==> src/rtl/ksa_pkg.sv <==
// Shared types and constants for the RC4 key-scheduling (KSA) stages.
//   state_t  : swap-phase FSM states
//   byte_t   : 8-bit S-memory datum / index
//   S_DEPTH  : number of S entries
//   LAST_IDX : final swap index
package ksa_pkg;

  typedef logic [7:0] byte_t;

  typedef enum logic [2:0] {
    IDLE    = 3'd0,
    RD_SI   = 3'd1,
    WAIT_SI = 3'd2,
    RD_SJ   = 3'd3,
    WAIT_SJ = 3'd4,
    WR_SI   = 3'd5,
    WR_SJ   = 3'd6,
    DONE    = 3'd7
  } state_t;

  localparam int unsigned S_DEPTH  = 256;
  localparam byte_t       LAST_IDX = byte_t'(S_DEPTH - 1);

endpackage

==> src/rtl/ksa_key_sel.sv <==
// Combinational key-byte selector: returns key byte k, where byte 0 is the
// most significant byte of the key vector.
//   key        : 8*KEY_LEN-bit key, MSB-first bytes
//   k          : key byte index (0..KEY_LEN-1)
//   key_byte_c : selected byte (combinational)
module ksa_key_sel
  import ksa_pkg::*;
#(
  parameter int unsigned KEY_LEN = 3,
  localparam int unsigned KW = (KEY_LEN > 1) ? $clog2(KEY_LEN) : 1
) (
  input  logic [8*KEY_LEN-1:0] key,
  input  logic [KW-1:0]        k,
  output byte_t                key_byte_c
);

  // One-hot style match over the byte lanes; out-of-range k yields zero.
  always_comb begin
    key_byte_c = '0;
    for (int unsigned n = 0; n < KEY_LEN; n++) begin
      if (k == KW'(n)) key_byte_c = key[8*(KEY_LEN-1-n) +: 8];
    end
  end

endmodule

==> src/rtl/ksa_swap_fsm.sv <==
// RC4 key-scheduling swap-phase sequencer. Walks i = 0..255 over the single-
// port S memory: j += S[i] + key[i mod KEY_LEN]; swap S[i], S[j].
// Optional macro KSA_SAME_IDX_SKIP_EN: skip both writes when j == i.
//   clk, reset      : clock, synchronous active-high reset
//   start           : begin a pass (sampled in IDLE only)
//   key             : 8*KEY_LEN-bit key, byte 0 in the MSBs
//   mem_addr/wrdata/wren, mem_rddata : S memory port (1-cycle read latency)
//   busy            : high while the pass owns the memory port
//   done            : one-cycle completion pulse
module ksa_swap_fsm
  import ksa_pkg::*;
#(
  parameter int unsigned KEY_LEN = 3
) (
  input  logic                 clk,
  input  logic                 reset,
  input  logic                 start,
  input  logic [8*KEY_LEN-1:0] key,
  output byte_t                mem_addr,
  output byte_t                mem_wrdata,
  output logic                 mem_wren,
  input  byte_t                mem_rddata,
  output logic                 busy,
  output logic                 done
);

  localparam int unsigned KW     = (KEY_LEN > 1) ? $clog2(KEY_LEN) : 1;
  localparam logic [KW-1:0] K_LAST = KW'(KEY_LEN - 1);

  state_t        state, state_d;
  byte_t         i, i_d, j, j_d, si, si_d, sj, sj_d;
  logic [KW-1:0] k, k_d;
  byte_t         key_byte_c;
  logic          iter_end;
  byte_t         addr_d, wrdata_d;
  logic          wren_d, busy_d, done_d;

  ksa_key_sel #(.KEY_LEN(KEY_LEN)) u_key_sel (
    .key        (key),
    .k          (k),
    .key_byte_c (key_byte_c)
  );

  // State, datapath and registered memory-port outputs.
  always_ff @(posedge clk) begin
    if (reset) begin
      state      <= IDLE;
      i          <= '0;
      j          <= '0;
      k          <= '0;
      si         <= '0;
      sj         <= '0;
      mem_addr   <= '0;
      mem_wrdata <= '0;
      mem_wren   <= 1'b0;
      busy       <= 1'b0;
      done       <= 1'b0;
    end else begin
      state      <= state_d;
      i          <= i_d;
      j          <= j_d;
      k          <= k_d;
      si         <= si_d;
      sj         <= sj_d;
      mem_addr   <= addr_d;
      mem_wrdata <= wrdata_d;
      mem_wren   <= wren_d;
      busy       <= busy_d;
      done       <= done_d;
    end
  end

  // Next state plus output decode. Outputs are decoded from the *next* state
  // so the registered port carries each state's values during that state.
  always_comb begin
    state_d  = state;
    i_d      = i;
    j_d      = j;
    k_d      = k;
    si_d     = si;
    sj_d     = sj;
    iter_end = 1'b0;
    addr_d   = '0;
    wrdata_d = '0;
    wren_d   = 1'b0;
    busy_d   = 1'b0;
    done_d   = 1'b0;

    unique case (state)
      IDLE: begin
        if (start) begin
          i_d     = '0;
          j_d     = '0;
          k_d     = '0;
          state_d = RD_SI;
        end
      end
      RD_SI:   state_d = WAIT_SI;
      WAIT_SI: begin
        si_d    = mem_rddata;
        j_d     = j + mem_rddata + key_byte_c;
        state_d = RD_SJ;
      end
      RD_SJ:   state_d = WAIT_SJ;
      WAIT_SJ: begin
        sj_d    = mem_rddata;
        state_d = WR_SI;
`ifdef KSA_SAME_IDX_SKIP_EN
        // Swapping an entry with itself is a no-op; go straight to the next i.
        if (j == i) iter_end = 1'b1;
`endif
      end
      WR_SI:   state_d = WR_SJ;
      WR_SJ:   iter_end = 1'b1;
      DONE:    state_d = IDLE;
      default: state_d = IDLE;
    endcase

    // Shared end-of-iteration advance; k wraps instead of using a modulo.
    if (iter_end) begin
      if (i == LAST_IDX) begin
        state_d = DONE;
      end else begin
        i_d     = i + 8'd1;
        k_d     = (k == K_LAST) ? '0 : k + KW'(1);
        state_d = RD_SI;
      end
    end

    case (state_d)
      RD_SI, WAIT_SI: begin
        addr_d = i_d;
        busy_d = 1'b1;
      end
      RD_SJ, WAIT_SJ: begin
        addr_d = j_d;
        busy_d = 1'b1;
      end
      WR_SI: begin
        addr_d   = i_d;
        wrdata_d = sj_d;
        wren_d   = 1'b1;
        busy_d   = 1'b1;
      end
      WR_SJ: begin
        addr_d   = j_d;
        wrdata_d = si_d;
        wren_d   = 1'b1;
        busy_d   = 1'b1;
      end
      DONE:    done_d = 1'b1;
      default: ;
    endcase
  end

endmodule

==> config.mk <==
export PLATFORM = sky130hd
export DESIGN_NAME = ksa_swap_fsm
export DESIGN_NICKNAME = d
export VERILOG_FILES = /design/src/rtl/ksa_pkg.sv /design/src/rtl/ksa_key_sel.sv /design/src/rtl/ksa_swap_fsm.sv
export SDC_FILE = /design/constraint.sdc
export NUM_CORES = 1
export LEC_CHECK = 0
export CAP_MARGIN = 20
export CORE_ASPECT_RATIO = 0.5
export CORE_MARGIN = 3
export CORE_UTILIZATION = 29
export CTS_BUF_LIST = sky130_fd_sc_hd__clkbuf_2 sky130_fd_sc_hd__clkbuf_4 sky130_fd_sc_hd__clkbuf_8
export DETAILED_ROUTE_END_ITERATION = 10
export SYNTH_ARGS = -nofsm -noshare
export SYNTH_HDL_FRONTEND = slang
export SYNTH_SLANG_ARGS = --single-unit
==> constraint.sdc <==
create_clock -name clk -period 3.1 [get_ports clk]
set_input_delay 0.62 -clock clk [delete_from_list [all_inputs] [get_ports clk]]
set_output_delay 0.62 -clock clk [all_outputs]
set_load 0.05 [all_outputs]
# --- After elaboration in Yosys (flattened, before gate mapping) ---
# Cells that the tools add are included.
totals:
  regBits: 56
  input_bits: 35
  out_inout_bits: 19
  word_cells: 64
op_classes:
  add_sub_neg: 4
  eq_ne: 17
  n_mux: 26
  n_reduce_logical: 6
op_table:
  columns: ["op", "n"]
  rows:
  - ["two-way mux 8 bit", 10]
  - ["case mux 8 bit (2 select lines)", 3]
  - ["== test 3 bit (second input constant)", 8]
  - ["case mux 3 bit (7 select lines)", 1]
  - ["adder 8 bit", 2]
  - ["== test 3 x 2 -> 1 bit (second input constant)", 4]
  - ["two-way mux 2 bit", 5]
  - ["two-way mux 3 bit", 3]
  - ["adder 8 x 1 -> 8 bit (second input constant)", 1]
  - ["== test 8 bit (second input constant)", 1]
  - ["== test 3 x 1 -> 1 bit (second input constant)", 2]
  - ["OR reduction 3 bit", 2]
  - ["OR reduction 6 bit", 1]
  - ["two-way mux 1 bit", 4]
  - ["logical NOT 3 bit", 1]
  - ["adder 2 x 1 -> 2 bit (second input constant)", 1]
  - ["== test 2 x 1 -> 1 bit (second input constant)", 1]
  - ["== test 2 bit (second input constant)", 1]
  - ["logical NOT 2 bit", 1]
  - ["OR reduction 2 bit", 1]

# --- Logic depth before layout (Yosys ltp) ---
# Gate-level depths: netlist (run 1).
logic_depth:
  ltp_word: 7
  ltp_mapped: 14

# --- By module ---
# Synthesis (run 1) repeated with hierarchy kept, for this count alone.
hier_totals:
  hier_cells: 281
  area_unflattened_um2: 2600.0
modules_own_cells:
  columns: ["mod", "n_inst", "cells_each", "area_each_um2", "seq_area_each_um2"]
  rows:
  - ["ksa_swap_fsm", 1, 261, 2402.3, 960.9]
  - ["ksa_key_sel", 1, 20, 197.7, 0.0]

# --- Worst setup path after synthesis (run 1) ---
# OpenSTA, ideal clock, no wires.
synth_timing:
  kind: "register to register"
  from: "register k[0]"
  to: "register mem_addr[5]"
  t_arrival_ns: 2.993
  required_ns: 2.983
  path_slack_ns: -0.010
  path_stages_with_launch: 15
  path_buffers: 1
  cell_sequence: "dfxtp_1 > buf_1 > mux2i_1 > nor2_1 > a21oi_1 > fa_1 > inv_1 > ha_1 > inv_1 > fa_1 > nand2b_1 > a21oi_1 > a211oi_1 > a21o_1 > a32o_1"
synth_between:
  elab_chain_len: 7
  word_cells_on_any_way: 9
synth_lines:
  columns: ["item", "line_no", "source"]
  rows:
  - ["start: declaration", "ksa_swap_fsm.sv:32", "logic [KW-1:0] k, k_d;"]
  - ["start signal: assignment", "ksa_swap_fsm.sv:62", "k <= k_d;"]
  - ["logical NOT 2 bit", "ksa_key_sel.sv:21", "if (k == KW'(n)) key_byte_c = key[8*(KEY_LEN-1-n) +: 8];"]
  - ["two-way mux 8 bit (2 in series)", "ksa_key_sel.sv:21", null]
  - ["two-way mux 8 bit (*)", "ksa_key_sel.sv:21", null]
  - ["adder 8 bit (*)", "ksa_swap_fsm.sv:101", "j_d = j + mem_rddata + key_byte_c;"]
  - ["case mux 8 bit (2 select lines) (*)", "ksa_swap_fsm.sv:89", "unique case (state)"]
  - ["case mux 8 bit (2 select lines) (*)", "ksa_swap_fsm.sv:130", "case (state_d)"]
  - ["end signal: assignment", "ksa_swap_fsm.sv:65", "mem_addr <= addr_d;"]
  - ["end: declaration", "ksa_swap_fsm.sv:19", "output byte_t mem_addr,"]
# Mark *: on every way between the ends. The rest lies on a longest branch, timed or not.
# A chain may end at the register's enable or synchronous reset.

# --- Worst setup path in the final report (run 1) ---
layout_timing:
  from: "input key[1]"
  to: "register mem_addr[5]"
layout_between:
  elab_chain_len: 4
layout_lines:
  columns: ["item", "line_no", "source"]
  rows:
  - ["start: declaration", "ksa_swap_fsm.sv:18", "input logic [8*KEY_LEN-1:0] key,"]
  - ["two-way mux 8 bit", "ksa_key_sel.sv:21", null]
  - ["adder 8 bit", "ksa_swap_fsm.sv:101", null]
  - ["case mux 8 bit (2 select lines)", "ksa_swap_fsm.sv:89", null]
  - ["case mux 8 bit (2 select lines)", "ksa_swap_fsm.sv:130", null]
# No other way between the ends.

==> results of run 1 <==
synth_stat cells, types with 4 or more instances:
cell | number | area share
a22oi_1 | 5 | 0.015
nor3_1 | 4 | 0.0080
and3_1 | 4 | 0.010
a211oi_1 | 4 | 0.012
nand2b_1 | 4 | 0.010
dfxtp_1 | 48 | 0.38
a21o_1 | 5 | 0.015
nand2_1 | 32 | 0.048
inv_1 | 14 | 0.021
nand3_1 | 5 | 0.010
o21ai_0 | 11 | 0.022
buf_2 | 7 | 0.014
ha_1 | 8 | 0.040
xnor2_1 | 6 | 0.021
nor2_1 | 30 | 0.045
fa_1 | 8 | 0.064
clkbuf_1 | 5 | 0.0075
mux2i_1 | 17 | 0.068
nor2b_1 | 4 | 0.010
a21oi_1 | 18 | 0.036
sequential cells by signal, indices dropped and copies added, names as in the netlist:
signal,count
state,3
i,8
mem_wren,1
k,2
mem_wrdata,8
j,8
si,8
busy,1
done,1
mem_addr,8
stage by stage:
stage                util  power (mW)
floorplan               -       0.915
global route        0.407        1.53
CTS                 0.401        1.44
global placement    0.389        1.03
finish              0.407        1.45
detailed placement  0.389        1.04
critical path: stages:
cell and delay (ns):
clkdlybuf4s50_1 0.43, a21oi_2 0.16, fa_1 0.44, inv_1 0.07, ha_2 0.18, inv_2 0.04, fa_2 0.38, nand2b_4 0.16
a21oi_4 0.17, a211oi_2 0.06, a21o_1 0.17, a32o_1 0.24
path summary, 6_finish.rpt:
| check | end | start | cells after the start |
|---|---|---|---|
| worst max-delay path | mem_addr[5]$_SDFF_PP0_ | key[1] | 12 |
| worst min-delay path | si[6]$_SDFF_PP0_ | si[6]$_SDFF_PP0_ | 2 |
| worst max register to register | mem_addr[5]$_SDFF_PP0_ | k[1]$_SDFF_PP0_ | 12 |
| worst min register to register | si[6]$_SDFF_PP0_ | si[6]$_SDFF_PP0_ | 2 |
timing repair:
action / CTS / global route
pin swaps: 0 / 7
gates resized for setup: 1 / 12
setup buffers: 0 / 1
endpoints found under the setup margin: 1 / 5
endpoints found under the hold margin: 0 / 0
cloned: 0 / 0
logic make-up after synthesis:
kind of cell	count (synthesis)	share of synthesized area
buffers and inverters	29	0.0500
and+or+nand+nor	96	0.185
DFF	48	0.384
xor gates and xnor gates	9	0.0315
muxes	18	0.0740
AOI/OAI and AO/OA	64	0.171
adders and majority gates	16	0.104
power groups by stage:
| stage | sequential (mW) | clock (mW) | combinational [mW] |
|---|---|---|---|
| 3_5_place_dp | 0.690 | 0 | 0.347 |
| 3_3_place_gp | 0.689 | 0 | 0.343 |
| 2_1_floorplan | 0.690 | 0 | 0.225 |
| 5_1_grt | 0.681 | 0.435 | 0.413 |
| 4_1_cts | 0.675 | 0.413 | 0.354 |
| 6_report | 0.675 | 0.403 | 0.372 |
per-layer routing:
| metal | up-vias | global-route usage | share of wire |
|---|---|---|---|
| li1 | 1092 | - | - |
| met1 | 1025 | 0.168 | 0.45 |
| met2 | 36 | 0.227 | 0.50 |
| met3 | 2 | 0.0231 | 0.042 |
| met4 | 0 | 0.0288 | 0.0049 |
| met5 | - | 0 | 0 |
cell type report:
type / instances / share of cell area
multi-input cells: 203 / 0.436
flip-flops and latches: 48 / 0.288
repair buffers: 66 / 0.190
well taps: 112 / 0.0419
clock buffers: 6 / 0.0247
inverters: 14 / 0.0157
clock inverters: 2 / 0.00412
==> results.md, run 1 <==
| Result | This run | Unit |
|---|---|---|
| Antenna-violating nets left | 0 | - |
| Level count of the clock H-tree | 2 | - |
| Routability congestion estimate from global placement | 0.859 | - |
| Minimum clock period | 2.95 | ns |
| Ratio of total power to cell area | 434 | mW/mm2 |
| Vias per std cell | 4.78 | - |
| Share of post-route cells with drive strength above 1 | 0.109 | - |
| Category of the worst setup path capture point | flop | - |
| Placement Rows | 23 | - |
| Drt wl/cell | 14.0 | um |
| Starting density of the core | 0.305 | - |
| Classification of the worst-slack hold path | reg -> reg | - |
| DRC violations left | 0 | - |
| Most common cell after layout, fill and taps aside | clkdlybuf4s50_1 | - |
| Final setup violation count | 0 | - |
| Vias in the first global route | 2122 | - |
| Portion of the post-synthesis area used by sequential elements | 0.384 | - |
| Post-Syn Area | 0.00250 | mm2 |
| Unrepaired setup endpoints after global routing | false | - |
| Worst-margin pin slew | 0.976 | ns |
| Crit path DAT | 3.15 | ns |
| Total vias in the final route | 2155 | - |
| DP HPWL | 5010 | um |
| Die boundary height | 71.7 | um |
| Ports placed on the boundary | 54 | - |
| Clock tree from TritonCTS | built | - |
| Count of pins over their slew limit | 0 | - |
| Cell total after placement | 442 | - |
| Asr flop ratio synth | 0 | - |
| Clock buffer depth | 2 | - |
| Number of nets at the end of the flow | 389 | - |
| Final clock skew | 0.00344 | ns |
| Synth Net Count | 331 | - |
| Combinational power share | 0.256 | - |
| Layout overhead on the synthesized area | 33.4 | % |
| CTS Buf Count | 5 | - |
| Sum of negative setup slack | 0 | ns |
| Switching pwr | 0.446 | mW |
| Clock Power Share | 0.278 | - |
| Run status | finished clean | - |
| Synth Area per Inst | 8.94 | um2 |
| Setup slack at placement | -0.353 | ns |
| Placeable core region | 0.00820 | mm2 |
| Flops & latches, synth | 48 | - |
| Clock Pin Slew Worst Setup and Hold Paths | 0.09 | ns |
| TritonCTS sink count | 48 | - |
| DIE AREA | 0.00985 | mm2 |
| Hold slack | 0.461 | ns |
| First-pass GRT wire length | 10200 | um |
| Commonest non-fill, non-tap cells in the layout | 51 x clkdlybuf4s50_1, 47 x dfxtp_1, 32 x nand2_1 | - |
| Multi-input logic area | 0.00146 | mm2 |
| Total routing resource utilization after global routing | 0.130 | - |
| Overflow left after global routing | 0 | - |
| Highest net fanout along the worst path | 2 | - |
| Number of port buffers | 53 | - |
| Static leakage | 1.31 | nW |
| Footprint of the flip-flops and latches | 962 | um2 |
| Final worst-path setup slack | 0.151 | ns |
| Final hold viol count | 0 | - |
| Final instance count without filler cells | 451 | - |
| Sequential cell fraction of total power | 0.466 | - |
| Worst vdd rail ir drop | 0.163 | mV |
| Net switching fraction of the power | 0.307 | - |
| Antenna Cells | 0 | - |
| First-pass detailed-route iteration total | 4 | - |
| Headroom to the max-slew limit | 0.349 | - |
| X dimension of the die | 137 | um |
| Number of enable-type register cells in the synthesized netlist | 0 | - |
| Main synth FF type | dfxtp_1 | - |
| Number of warnings issued by yosys | 0 | - |
| Kind of start point of the critical path | input pin | - |
| Design Area, Final | 0.00334 | mm2 |
| Number of antenna violations at the first check in global routing | 0 | - |
| Post-synthesis cell count | 280 | - |
| Maximum Capacitance Violations | 0 | - |
| Iteration-0 DRC count of the detailed router | 159 | - |
| Fmax achieved | 0.339 | GHz |
| Worst endpoint required time | 3.30 | ns |
| Pin count of the biggest net entering global routing | 24 | - |
| Cell-internal power | 1.00 | mW |
| Post-route clock period utilization | 0.951 | - |
| Setup CP Type | in -> reg | - |
| Fill cell total of the finished layout | 815 | - |
| DRT Wirelength | 6310 | um |
| Clock root buffer master | clkbuf_8 | - |
| Clock insertion delay at the later pin of the skew report | 0.30 | ns |
| Count of hold buffers inserted by post-cts repair | 0 | - |
| Standard cell area after detailed placement | 0.00319 | mm2 |
| Count of distinct cell types in the synthesized netlist | 47 | - |
| Register-to-Register Setup Slack | 0.25 | ns |
No activity file was read; power rests on OpenSTA's default activity.
==> inputs of run 2 (changes only) <==
--- a/config.mk
+++ b/config.mk
@@ -9,7 +9,6 @@
 export CORE_ASPECT_RATIO = 0.5
 export CORE_MARGIN = 3
 export CORE_UTILIZATION = 29
-export CTS_BUF_LIST = sky130_fd_sc_hd__clkbuf_2 sky130_fd_sc_hd__clkbuf_4 sky130_fd_sc_hd__clkbuf_8
 export DETAILED_ROUTE_END_ITERATION = 10
 export SYNTH_ARGS = -nofsm -noshare
 export SYNTH_HDL_FRONTEND = slang
==> run 2 against run 1 <==
Sequential power is essentially flat. Highest routed layer unchanged. Non-clock buffer count unchanged. Setup slack got worse by 0.018 ns. Wire length down 0.41%. Clock-buffer cell count did not move. Sequential cell count is the same. Largest cell class unchanged. Clock skew decreased by 0.0011 ns. Final cell count is the same.
==> results.md, run 2 (synthesis results as in run 1) <==
| Result | This run | Unit |
|---|---|---|
| Static leakage | 1.34 | nW |
| Drt wl/cell | 13.9 | um |
| Ratio of total power to cell area | 474 | mW/mm2 |
| Run status | finished clean | - |
| Placeable core region | 0.00820 | mm2 |
| Clock buffer depth | 2 | - |
| Ports placed on the boundary | 54 | - |
| Post-layout power | 1.61 | mW |
| Vias per std cell | 4.79 | - |
| Final worst-path setup slack | 0.133 | ns |
| First-pass GRT wire length | 10300 | um |
| Unrepaired setup endpoints after global routing | false | - |
| DRT Wirelength | 6290 | um |
| Setup slack at placement | -0.353 | ns |
| Die boundary height | 71.7 | um |
| First-pass detailed-route iteration total | 4 | - |
| Final instance count without filler cells | 451 | - |
| Total routing resource utilization after global routing | 0.131 | - |
| Level count of the clock H-tree | 2 | - |
| Most common cell after layout, fill and taps aside | clkdlybuf4s50_1 | - |
| Fmax achieved | 0.337 | GHz |
| Number of antenna violations at the first check in global routing | 0 | - |
| Maximum Capacitance Violations | 0 | - |
| Final setup violation count | 0 | - |
| X dimension of the die | 137 | um |
| Starting density of the core | 0.305 | - |
| Share of post-route cells with drive strength above 1 | 0.106 | - |
| Commonest non-fill, non-tap cells in the layout | 51 x clkdlybuf4s50_1, 48 x dfxtp_1, 32 x nand2_1 | - |
| Kind of start point of the critical path | input pin | - |
| Fill cell total of the finished layout | 812 | - |
| DRC violations left | 0 | - |
| Worst setup path start | mem_rddata[1] | - |
| Capture point of the worst reg-to-reg path | mem_addr[5]$_SDFF_PP0_ | - |
| Layout overhead on the synthesized area | 35.8 | % |
| Vias in the first global route | 2141 | - |
| Worst endpoint required time | 3.28 | ns |
| Final clock skew | 0.00234 | ns |
| Capturing element of the worst setup path | mem_addr[5]$_SDFF_PP0_ | - |
| Category of the worst setup path capture point | flop | - |
| Pin count of the biggest net entering global routing | 24 | - |
| Count of pins over their slew limit | 0 | - |
| Number of nets at the end of the flow | 389 | - |
| Number of cells on the worst reg-to-reg path | 11 | - |
| Clock Pin Slew Worst Setup and Hold Paths | 0.07 | ns |
| Highest net fanout along the worst path | 2 | - |
| Cell total after placement | 442 | - |
| Crit path DAT | 3.15 | ns |
| Clock insertion delay at the later pin of the skew report | 0.29 | ns |
| Clock tree from TritonCTS | built | - |
| Clock root buffer master | clkbuf_16 | - |
| Sum of negative setup slack | 0 | ns |
| CTS Buf Count | 5 | - |
| Placement Rows | 23 | - |
| Final hold viol count | 0 | - |
| Utilization after layout | 0.414 | - |
| Classification of the worst-slack hold path | reg -> reg | - |
| Headroom to the max-slew limit | 0.343 | - |
| Count of hold buffers inserted by post-cts repair | 0 | - |
| Routability congestion estimate from global placement | 0.859 | - |
| Worst vdd rail ir drop | 0.203 | mV |
| DP HPWL | 5010 | um |
| Minimum clock period | 2.97 | ns |
| Antenna-violating nets left | 0 | - |
| Critical register-to-register path startpoint | k[0]$_SDFF_PP0_ | - |
| Setup CP Type | in -> reg | - |
| Post-route clock period utilization | 0.957 | - |
| Register-to-Register Setup Slack | 0.22 | ns |
| TritonCTS sink count | 48 | - |
| Antenna Cells | 0 | - |
| DIE AREA | 0.00985 | mm2 |
| Number of port buffers | 53 | - |
| Total vias in the final route | 2162 | - |
| Iteration-0 DRC count of the detailed router | 143 | - |
| Worst-margin pin slew | 0.984 | ns |
| Overflow left after global routing | 0 | - |
run 2: layer usage:
layer  vias up  part of all wire  track usage
li1       1092                 -            -
met1      1029              0.46        0.168
met2        34              0.50        0.225
met3         7             0.032       0.0231
met4         0             0.010       0.0420
met5         -                 0            0
run 2: worst min-delay path by stage:
| stage | startpoint | end | slack, ns | depth (start not counted) |
|---|---|---|---|---|
| after CTS | si[6]$_SDFF_PP0_ | si[6]$_SDFF_PP0_ | 0.46 | 2 |
| after global routing | si[3]$_SDFF_PP0_ | si[3]$_SDFF_PP0_ | 0.48 | 2 |
| after detailed placement | si[6]$_SDFF_PP0_ | si[6]$_SDFF_PP0_ | 0.45 | 2 |
| after floorplan | si[0]$_SDFF_PP0_ | si[0]$_SDFF_PP0_ | 0.44 | 2 |
| after global placement | si[3]$_SDFF_PP0_ | si[3]$_SDFF_PP0_ | 0.44 | 2 |
| final | si[6]$_SDFF_PP0_ | si[6]$_SDFF_PP0_ | 0.46 | 2 |
run 2: power breakdown:
| group | total, mW | switching (mW) | leakage, nW | internal, mW |
|---|---|---|---|---|
| sequential | 0.675 | 0.0327 | 0.388 | 0.643 |
| combinational | 0.374 | 0.194 | 0.870 | 0.180 |
| clock | 0.562 | 0.239 | 0.0772 | 0.323 |
| total | 1.61 | 0.466 | 1.34 | 1.15 |
run 2: area by class of cell:
class,count,area [um2],area share
multi-input cells,203,1460,0.428
flip-flops and latches,48,961,0.283
repair buffers,66,637,0.187
well taps,112,140,0.0412
clock buffers,6,139,0.0409
inverters,14,52.6,0.0155
clock inverters,2,13.8,0.00405
run 2: through the flow:
stage | hold slack, ns | cell area, um2
after detailed placement | 0.448 | 3190
after global routing | 0.483 | 3400
final | 0.457 | 3400
after floorplan | 0.436 | 2500
after global placement | 0.441 | 3190
after CTS | 0.457 | 3360
run 2: what timing repair did:
item,in CTS,in global routing
endpoints found under the setup margin,1,6
cloned,0,0
resized for setup,3,11
buffers inserted,0,1
pin swaps,2,8
run 2: worst max-delay path, cell delays in order:
cell and delay [ns]:
clkdlybuf4s50_1 0.48, inv_1 0.07, fa_1 0.47, inv_1 0.07, ha_2 0.18, inv_2 0.04, fa_2 0.39, nand2b_4 0.17
a21oi_4 0.17, a211oi_2 0.06, a21o_1 0.17, a32o_1 0.24
==> inputs of run 3 (changes only) <==
--- a/config.mk
+++ b/config.mk
@@ -10,6 +10,7 @@
 export CORE_MARGIN = 3
 export CORE_UTILIZATION = 29
 export DETAILED_ROUTE_END_ITERATION = 10
+export SLEW_MARGIN = 20
 export SYNTH_ARGS = -nofsm -noshare
 export SYNTH_HDL_FRONTEND = slang
 export SYNTH_SLANG_ARGS = --single-unit
==> results of run 3 <==
Final layout, timing and power as in run 2 (identical DEF).
